$ cat src/rtl/izh_pkg.sv
`default_nettype none
// ============================================================================
//  Module      : izh_pkg
//  Description : Shared types and constants for the Izhikevich neuron blocks.
//  Revision    : 1.0 - initial release
// ============================================================================
package izh_pkg;

    localparam int c_volt_w = 8;

    // Integer voltage scale of the neuron core: fires at 30, rests well below 0
    localparam logic signed [c_volt_w-1:0] c_def_thresh = 8'sd30;
    localparam logic signed [c_volt_w-1:0] c_def_rearm  = 8'sd0;

    typedef enum logic [0:0] {
        ARMED   = 1'b0,
        REFRACT = 1'b1
    } det_state_e;

endpackage
`default_nettype wire

$ cat src/rtl/spike_event_encoder_if.sv
`default_nettype none
// ============================================================================
//  Module      : spike_event_encoder_if
//  Description : Voltage-sample input and event-data output bundle.
//  Revision    : 1.0 - initial release
// ============================================================================
interface spike_event_encoder_if #(
    parameter int ISI_W  = 16,
    parameter int RATE_W = 8
);
    import izh_pkg::*;

    logic                        ena;
    logic signed [c_volt_w-1:0]  v_in;
    logic signed [c_volt_w-1:0]  thresh;
    logic signed [c_volt_w-1:0]  rearm;
    logic                        rd_en;
    logic                        spike;
    logic [ISI_W-1:0]            isi_data;
    logic                        isi_valid;
    logic                        fifo_full;
    logic                        overflow;
    logic [RATE_W-1:0]           rate;
    logic                        rate_valid;

    modport master (
        output ena, v_in, thresh, rearm, rd_en,
        input  spike, isi_data, isi_valid, fifo_full, overflow, rate, rate_valid
    );

    modport slave (
        input  ena, v_in, thresh, rearm, rd_en,
        output spike, isi_data, isi_valid, fifo_full, overflow, rate, rate_valid
    );

endinterface
`default_nettype wire

$ cat src/rtl/izh_sync_fifo.sv
`default_nettype none
// ============================================================================
//  Module      : izh_sync_fifo
//  Description : Show-ahead synchronous FIFO; DEPTH must be a power of two.
//  Revision    : 1.0 - initial release
// ============================================================================
module izh_sync_fifo #(
    parameter int WIDTH = 16,
    parameter int DEPTH = 8
) (
    input  wire logic             clk,
    input  wire logic             rst,
    input  wire logic             i_push,
    input  wire logic [WIDTH-1:0] i_data,
    input  wire logic             i_pop,
    output logic      [WIDTH-1:0] o_data,
    output logic                  o_valid,
    output logic                  o_full,
    output logic                  o_drop
);

    localparam int                 c_ptr_w = $clog2(DEPTH);
    localparam logic [c_ptr_w:0]   c_depth = (c_ptr_w+1)'(DEPTH);

    logic [WIDTH-1:0]   r_mem [DEPTH];
    logic [c_ptr_w-1:0] r_wr_ptr;
    logic [c_ptr_w-1:0] r_rd_ptr;
    logic [c_ptr_w:0]   r_count;
    logic [c_ptr_w:0]   w_count_d;
    logic               r_valid;
    logic               r_full;
    logic               w_do_pop;
    logic               w_do_push;

    // A pop frees the slot this cycle, so a full FIFO still accepts a push
    always_comb begin
        w_do_pop  = i_pop && r_valid;
        w_do_push = i_push && (!r_full || w_do_pop);
        o_drop    = i_push && r_full && !w_do_pop;
        w_count_d = r_count;
        if (w_do_push && !w_do_pop) begin
            w_count_d = r_count + 1'b1;
        end else if (!w_do_push && w_do_pop) begin
            w_count_d = r_count - 1'b1;
        end
    end

    always_ff @(posedge clk) begin
        if (w_do_push) begin
            r_mem[r_wr_ptr] <= i_data;
        end
    end

    always_ff @(posedge clk) begin
        if (rst) begin
            r_wr_ptr <= '0;
            r_rd_ptr <= '0;
            r_count  <= '0;
            r_valid  <= 1'b0;
            r_full   <= 1'b0;
        end else begin
            if (w_do_push) begin
                r_wr_ptr <= r_wr_ptr + 1'b1;
            end
            if (w_do_pop) begin
                r_rd_ptr <= r_rd_ptr + 1'b1;
            end
            r_count <= w_count_d;
            r_valid <= (w_count_d != '0);
            r_full  <= (w_count_d == c_depth);
        end
    end

    assign o_data  = r_valid ? r_mem[r_rd_ptr] : '0;
    assign o_valid = r_valid;
    assign o_full  = r_full;

endmodule
`default_nettype wire

$ cat src/rtl/spike_event_encoder.sv
`default_nettype none
// ============================================================================
//  Module      : spike_event_encoder
//  Description : Hysteretic spike detector with ISI FIFO and windowed rate.
//  Revision    : 1.0 - initial release
// ============================================================================
module spike_event_encoder
    import izh_pkg::*;
#(
    parameter int ISI_W      = 16,
    parameter int FIFO_DEPTH = 8,
    parameter int WINDOW_LEN = 1024,
    parameter int RATE_W     = 8
) (
    input  wire logic              clk,
    input  wire logic              rst,
    spike_event_encoder_if.slave   bus
);

    localparam int                 c_win_w    = $clog2(WINDOW_LEN);
    localparam logic [c_win_w-1:0] c_win_last = c_win_w'(WINDOW_LEN - 1);
    localparam logic [ISI_W-1:0]   c_isi_max  = '1;
    localparam logic [RATE_W-1:0]  c_rate_max = '1;

    det_state_e          r_state;
    logic [ISI_W-1:0]    r_isi_cnt;
    logic                r_have_ref;
    logic                r_spike;
    logic                r_overflow;
    logic                r_rate_valid;
    logic [c_win_w-1:0]  r_win_cnt;
    logic [RATE_W-1:0]   r_spk_cnt;
    logic [RATE_W-1:0]   r_rate;

    logic                w_spike_now;
    logic                w_rearm_now;
    logic                w_win_end;
    logic                w_push;
    logic                w_drop;
    logic [ISI_W-1:0]    w_isi_val;
    logic [RATE_W-1:0]   w_spk_next;

    // Voltage ports are signed, so these are signed comparisons
    always_comb begin
        w_spike_now = bus.ena && (r_state == ARMED)   && (bus.v_in > bus.thresh);
        w_rearm_now = bus.ena && (r_state == REFRACT) && (bus.v_in < bus.rearm);
        w_isi_val   = (r_isi_cnt == c_isi_max) ? c_isi_max : r_isi_cnt + 1'b1;
        w_push      = w_spike_now && r_have_ref;
        w_win_end   = bus.ena && (r_win_cnt == c_win_last);
        w_spk_next  = (w_spike_now && (r_spk_cnt != c_rate_max)) ? r_spk_cnt + 1'b1
                                                                 : r_spk_cnt;
    end

    always_ff @(posedge clk) begin
        if (rst) begin
            r_state      <= ARMED;
            r_isi_cnt    <= '0;
            r_have_ref   <= 1'b0;
            r_spike      <= 1'b0;
            r_overflow   <= 1'b0;
            r_rate_valid <= 1'b0;
            r_win_cnt    <= '0;
            r_spk_cnt    <= '0;
            r_rate       <= '0;
        end else begin
            r_spike      <= w_spike_now;
            r_rate_valid <= w_win_end;
            if (w_drop) begin
                r_overflow <= 1'b1;
            end
            if (bus.ena) begin
                if (w_spike_now) begin
                    r_state <= REFRACT;
                end else if (w_rearm_now) begin
                    r_state <= ARMED;
                end
                if (w_spike_now) begin
                    r_isi_cnt  <= '0;
                    r_have_ref <= 1'b1;
                end else begin
                    r_isi_cnt  <= w_isi_val;
                end
                // A spike on the closing cycle belongs to the closing window
                if (w_win_end) begin
                    r_rate    <= w_spk_next;
                    r_spk_cnt <= '0;
                    r_win_cnt <= '0;
                end else begin
                    r_spk_cnt <= w_spk_next;
                    r_win_cnt <= r_win_cnt + 1'b1;
                end
            end
        end
    end

    izh_sync_fifo #(
        .WIDTH (ISI_W),
        .DEPTH (FIFO_DEPTH)
    ) u_isi_fifo (
        .clk     (clk),
        .rst     (rst),
        .i_push  (w_push),
        .i_data  (w_isi_val),
        .i_pop   (bus.rd_en),
        .o_data  (bus.isi_data),
        .o_valid (bus.isi_valid),
        .o_full  (bus.fifo_full),
        .o_drop  (w_drop)
    );

    assign bus.spike      = r_spike;
    assign bus.overflow   = r_overflow;
    assign bus.rate       = r_rate;
    assign bus.rate_valid = r_rate_valid;

endmodule
`default_nettype wire

$ cat src/flat_wrapper.sv
// flat-port wrapper written by rule: the top's interface ports become plain ports
module spike_event_encoder_flat import izh_pkg::*;
#(
    parameter int ISI_W      = 16,
    parameter int FIFO_DEPTH = 8,
    parameter int WINDOW_LEN = 1024,
    parameter int RATE_W     = 8
)
  (clk, rst, bus_ena, bus_v_in, bus_thresh, bus_rearm, bus_rd_en, bus_spike, bus_isi_data, bus_isi_valid, bus_fifo_full, bus_overflow, bus_rate, bus_rate_valid);
  spike_event_encoder_if #(.ISI_W(ISI_W), .RATE_W(RATE_W)) bus_i ();
  input  wire logic clk;
  input  wire logic rst;
  input wire logic [$bits(bus_i.ena)-1:0] bus_ena;
  input wire logic [$bits(bus_i.v_in)-1:0] bus_v_in;
  input wire logic [$bits(bus_i.thresh)-1:0] bus_thresh;
  input wire logic [$bits(bus_i.rearm)-1:0] bus_rearm;
  input wire logic [$bits(bus_i.rd_en)-1:0] bus_rd_en;
  output wire logic [$bits(bus_i.spike)-1:0] bus_spike;
  output wire logic [$bits(bus_i.isi_data)-1:0] bus_isi_data;
  output wire logic [$bits(bus_i.isi_valid)-1:0] bus_isi_valid;
  output wire logic [$bits(bus_i.fifo_full)-1:0] bus_fifo_full;
  output wire logic [$bits(bus_i.overflow)-1:0] bus_overflow;
  output wire logic [$bits(bus_i.rate)-1:0] bus_rate;
  output wire logic [$bits(bus_i.rate_valid)-1:0] bus_rate_valid;
  assign bus_i.ena = bus_ena;
  assign bus_i.v_in = bus_v_in;
  assign bus_i.thresh = bus_thresh;
  assign bus_i.rearm = bus_rearm;
  assign bus_i.rd_en = bus_rd_en;
  assign bus_spike = bus_i.spike;
  assign bus_isi_data = bus_i.isi_data;
  assign bus_isi_valid = bus_i.isi_valid;
  assign bus_fifo_full = bus_i.fifo_full;
  assign bus_overflow = bus_i.overflow;
  assign bus_rate = bus_i.rate;
  assign bus_rate_valid = bus_i.rate_valid;
  spike_event_encoder #(.ISI_W(ISI_W), .FIFO_DEPTH(FIFO_DEPTH), .WINDOW_LEN(WINDOW_LEN), .RATE_W(RATE_W)) u_core (.clk(clk), .rst(rst), .bus(bus_i));
endmodule
$ cat config.mk
export PLATFORM = sky130hd
export DESIGN_NAME = spike_event_encoder_flat
export DESIGN_NICKNAME = d
export VERILOG_FILES = /design/src/rtl/izh_pkg.sv /design/src/rtl/spike_event_encoder_if.sv /design/src/rtl/izh_sync_fifo.sv /design/src/rtl/spike_event_encoder.sv /design/src/flat_wrapper.sv
export SDC_FILE = /design/constraint.sdc
export NUM_CORES = 1
export LEC_CHECK = 0
export CORE_MARGIN = 10
export CORE_UTILIZATION = 45
export DETAILED_ROUTE_END_ITERATION = 7
export DONT_BUFFER_PORTS = 1
export PLACE_DENSITY_LB_ADDON = 0.05
export SLEW_MARGIN = 20
export SYNTH_ARGS = -nofsm -noshare
export SYNTH_HDL_FRONTEND = slang
export SYNTH_SLANG_ARGS = --single-unit
$ cat constraint.sdc
create_clock -name clk -period 6.53 [get_ports clk]
set_clock_uncertainty 0.2 [all_clocks]
set_input_delay 1.306 -clock clk [delete_from_list [all_inputs] [get_ports clk]]
set_output_delay 1.306 -clock clk [all_outputs]
set_load 0.1 [all_outputs]
Word level (Yosys, flattened, before mapping) --
Memory sizes are Yosys's and may differ from the RTL's. A register that Yosys moved wholly into a read port is not among the register bits. Cells that the tools add are included.
Operators by class: equal/unequal tests 4, magnitude comparators 2, add/subtract/negate cells 7, bitwise operators 1, mux-type cells 14, reductions and logical operators 22
Operators by type and width (number):
- 16-bit 2-to-1 mux | 3
- 16-bit by 1-bit adder with 16-bit output (second input constant) | 1
- 16-bit == test (second input constant) | 1
- 8-bit 2-to-1 mux | 2
- 1-bit logical AND | 13
- 10-bit by 1-bit adder with 10-bit output (second input constant) | 1
- 10-bit == test (second input constant) | 1
- 10-bit 2-to-1 mux | 1
- 8-bit by 1-bit adder with 8-bit output (second input constant) | 1
- 8-bit > comparator | 1
- 8-bit less-than comparator | 1
- 4-bit 2-to-1 mux | 2
- 8-bit != test (second input constant) | 1
- 3-bit by 1-bit adder with 3-bit output (second input constant) | 2
- 3-bit 2-to-1 mux | 2
- 2-bit AND reduction | 3
- 4-bit by 1-bit adder with 4-bit output (second input constant) | 1
- 4-bit == test (second input constant) | 1
- 1-bit 2-to-1 mux | 4
- 4-bit nonzero test | 1
- 4-bit by 1-bit subtractor with 4-bit output (second input constant) | 1
- 1-bit zero test | 3
- 2-bit nonzero test | 1
- 1-bit logical OR | 1
- 1-bit inverter | 1
Word-level totals: logic and storage cells 65, bits in registers 59, input port bits 28, memories kept 1, RAM bits 128, output and inout port bits 29
Memory list:
- u_core.u_isi_fifo.r_mem | words 8, bits a word 16, read ports 1, clocked after memory_dff 1, write ports 1, line izh_sync_fifo.sv:25 | logic [WIDTH-1:0] r_mem [DEPTH];

Longest topological paths before layout --
word-level depth 10, gate-level depth with buffers 10, depth with buffers taken out 9

Hierarchy --
A second synthesis with hierarchy kept.
Unflattened totals: cells, all modules 602, area, all modules 8231.6 um2
By module, submodules not included:
- izh_sync_fifo | cells each 289, area an instance 5641.7 um2, seq. area each 4144.0 um2, instances 1
- spike_event_encoder | cells each 313, area an instance 2590.0 um2, seq. area each 940.9 um2, instances 1

Worst setup path after synthesis --
OpenSTA, ideal clock, no wires.
path kind input -> register, from input bus_thresh[7], to memory u_core.u_isi_fifo.r_mem[0][0], enable pin, data required time 5.900 ns, cell stages on the path 7, setup slack 1.689 ns, setup time 0.430 ns, path buffers 0, arrival time 4.210 ns, cell sequence inv_1 > ha_1 > nand4_1 > nor2_1 > a311oi_2 > o211ai_1 > nor4_1
Between the ends: cells in the longest elaborated chain, start to end 6
RTL lines:
- start, declared | line flat_wrapper.sv:15 | input wire logic [$bits(bus_i.thresh)-1:0] bus_thresh;
- 8-bit > comparator | line spike_event_encoder.sv:45 | w_spike_now = bus.ena && (r_state == ARMED) && (bus.v_in > bus.thresh);
- 1-bit logical AND | line spike_event_encoder.sv:45
- 1-bit logical AND | line spike_event_encoder.sv:48 | w_push = w_spike_now && r_have_ref;
- 1-bit logical AND | line izh_sync_fifo.sv:38 | w_do_push = i_push && (!r_full || w_do_pop);
- 1-bit 2-to-1 mux | line izh_sync_fifo.sv:49 | if (w_do_push) begin
- 1-bit 2-to-1 mux (not written as such) | line izh_sync_fifo.sv:50 | r_mem[r_wr_ptr] <= i_data;
- end, declared | line izh_sync_fifo.sv:25
Every way passes these cells.

==> impl_metrics.csv <==
group,metric,value,unit
outcome,status,"finished, final reports clean",
timing,setup_tns,0,ns
synthesis,syn_area,0.00821,mm^2
setup_path,end_kind,"primary output",
pwr,comb_power_share,0.187,
synthesis,avgSynthCellArea,13.4,um^2
floorplan,io_pins,57,
global_routing,grt_max_degree,49,
pwr,internal-power,2.04,mW
clock_tree,clk_latency,0.42,ns
run,cap_violations,0,
timing,slew_violations,0,
synthesis,ys_types,47,
synthesis,synth_nets,661,
setup_path,endpoint,"bus_isi_data[4]",
timing,post-route-min-period,4.30,ns
timing,post-route-period-util,0.658,
timing,worstMarginPinSlew,1.09,ns
setup_path,r2r_setup_slack,3.02,ns
hold_path,min_path_type,"flop to flop",
synthesis,async_flop_share,0,
synthesis,ys_seq_elements,190,
clock_tree,ctsResizeCount,0,
pwr,power.leakage,3.24,nW
timing,rsz0062_at_grt,"no",
placement,place_area,0.00852,mm^2
clock_tree,htree_levels,4,
finish,syn2layout_area_growth,10.8,%
setup_path,regToRegEndpoint,"u_core.u_isi_fifo.r_mem[6][5]",
timing,fmax,233,MHz
floorplan,die_h,155,um
floorplan,die_x,155,um
synthesis,synth.area.top_cells,"edfxtp_1, dfxtp_1, mux4_2",
placement,io_buffers,0,
setup_path,worstPathArrival,2.79,ns
placement,place.gp.congestion,0.782,
clock_tree,cts_tree,"built",
synthesis,synthFlopType,"edfxtp_1",
pwr,p_seq_frac,0.468,
detailed_routing,wl_per_cell,18.9,um
detailed_routing,vias_per_cell,5.45,
detailed_routing,drtPass1Iterations,4,
clock_tree,cts_root_buffer,"clkbuf_16",
detailed_routing,num_vias,4657,
setup_path,path_cells,"buf_4, mux4_2, mux2i_1, nor2b_2",
finish,design_area,0.00909,mm^2
setup_path,path_depth,4,
floorplan,core,0.0180,mm^2
synthesis,synth.most_common_cell,"edfxtp_1",
clock_tree,cts_hold_buf,0,
synthesis,yosysSeqAreaShare,0.620,
setup_path,slowest_stage,"nor2b_2",
setup_path,critPathLaunchType,"flop",
setup_path,critPathTopFamily,"simple AND/OR/NAND/NOR gates",
floorplan,start_util,0.457,
timing,final-hold-violation-count,0,
synthesis,ys_warn_count,0,
synthesis,yosys.area.top_type,"edfxtp_1",
synthesis,yosysTopAreaCellShare,0.468,
finish,drive_gt1_frac,0.171,
finish,nNetsFinal,662,
global_routing,grt_usage,0.138,
clock_tree,cts_num_sinks,190,
setup_path,worstPathRequired,5.02,ns
pwr,p_sw_frac,0.306,
floorplan,placementRows,49,
clock_tree,postCtsSetupRepairBufs,0,
floorplan,die_area,0.0240,mm^2
pwr,ir_worst_vdd,0.186,mV
global_routing,antenna_found_initial,0,
detailed_routing,first_iter_violations,216,
setup_path,path_class,"flop to primary output",
pwr,pwr_density_cell,324,mW/mm^2
placement,hpwl,10500,um
pwr,pwr-share-clk,0.344,
synthesis,synth_common_cells,"edfxtp_1, dfxtp_1, nor2_1",
detailed_routing,antenna_left,0,
pwr,switchingPower,0.901,mW
timing,finalSetupViolations,0,
global_routing,grt-ovfl-total,0,
setup_path,worst-path-buf-inv,1,
global_routing,grt_pass1_wl,26100,um
setup_path,worstRegToRegCells,5,
detailed_routing,wirelength,16100,um
clock_tree,cts_buffer_depth,2,
global_routing,grt_pass1_vias,4820,
setup_path,cp_slowest_stage_delay,0.86,ns
timing,slew_headroom,0.273,
setup_path,crit_path_max_fanout,24,
synthesis,synthCells,611,
clock_tree,cts.clk_slew.worst_paths,0.07,ns
detailed_routing,drc,0,
clock_tree,cts_inserted_buffers,17,
finish,diodes,0,
setup_path,rr_startpoint,"u_core.r_isi_cnt[0]",
synthesis,synth-edff-count,128,
==> flip-flops by register name, indices dropped and copies added (netlist names), 3 cells and up, named ones only <==
| signal | cells |
|---|---|
| u_core.r_win_cnt | 10 |
| u_core.u_isi_fifo.r_count | 4 |
| u_core.u_isi_fifo.r_rd_ptr | 3 |
| u_core.bus.rate | 8 |
| u_core.r_spk_cnt | 8 |
| u_core.r_isi_cnt | 16 |
| u_core.u_isi_fifo.r_wr_ptr | 3 |
| u_core.u_isi_fifo.r_mem | 128 |
==> placed cells by master, fill, tap and decap left out, drive strengths merged, types with 10 or more instances in the layout <==
cell	netlist	layout
a21oi	29	29
a211oi	12	12
dfxtp	62	62
mux2i	21	21
nor2b	31	31
ha	22	22
inv	21	22
nor2	62	62
mux4	32	32
buf	10	10
nand4	11	11
xor2	13	13
nand3	15	15
xnor2	15	15
edfxtp	128	128
clkbuf	18	18
nand2	45	45
==> power groups by stage <==
| stage | logic (mW) | clock network (mW) | registers, mW |
|---|---|---|---|
| after floorplan | 0.503 | 0 | 1.38 |
| after global placement | 0.551 | 0 | 1.41 |
| after detailed placement | 0.560 | 0 | 1.41 |
| after CTS | 0.562 | 1.03 | 1.38 |
| after global routing | 0.590 | 1.08 | 1.39 |
| final | 0.552 | 1.01 | 1.38 |
==> worst reg2reg max path: cells and delay by family (launching register included) <==
family	cells	cell delay, ns
adder cells (fa/ha/maj)	1	0.25
flip-flops	1	0.38
AO/OA/AOI/OAI	1	0.74
AND/OR/NAND/NOR	3	1.59
==> area by class of cell <==
| type | instances | area [um^2] |
|---|---|---|
| Fill cell | 1520 | 8870 |
| Sequential cell | 190 | 5090 |
| Multi-Input combinational cell | 372 | 2990 |
| Clock buffer | 18 | 429 |
| Tap cell | 229 | 287 |
| Clock inverter | 14 | 148 |
| Inverter | 21 | 78.8 |
| Timing Repair Buffer | 10 | 75.1 |
==> kinds of logic after synthesis <==
group           Yosys count  synth area share
compound gates           66            0.0535
buf+inv                  49            0.0241
simple gates            203             0.126
xor+xnor                 28            0.0299
flops                   190             0.620
mux                      53             0.113
fa+ha+maj                22            0.0335
==> routing by layer <==
metal / wire length, um / share of wire / up-vias / track usage
met3: 796 / 0.049 / 12 / 0.0419
met2: 8220 / 0.51 / 85 / 0.234
met4: 133 / 0.0082 / 0 / 0.0378
met1: 6980 / 0.43 / 2302 / 0.168
li1: - / - / 2258 / -
met5: 0 / 0 / - / 0
==> worst min-delay path by stage <==
stage	slack, ns	endpoint	startpoint	cells after the start
after global routing	0.30	u_core.r_state	u_core.r_state	2
after detailed placement	0.27	u_core.r_state	u_core.r_state	2
after CTS	0.29	u_core.r_state	u_core.r_state	2
after global placement	0.26	u_core.u_isi_fifo.r_rd_ptr[1]	u_core.u_isi_fifo.r_rd_ptr[1]	2
final	0.28	u_core.r_state	u_core.r_state	2
after floorplan	0.25	u_core.r_state	u_core.r_state	2
==> through the flow <==
step	instances	hold WS, ns	setup WS, ns	utilization	total power [mW]
floorplan	611	0.250	1.69	-	1.88
global placement	822	0.262	2.60	0.474	1.96
detailed placement	822	0.268	2.51	0.474	1.97
CTS	854	0.285	2.11	0.506	2.98
global route	854	0.304	2.02	0.506	3.06
finish	854	0.285	2.23	0.506	2.94
Note: power is estimated with default switching activity, not from simulation.
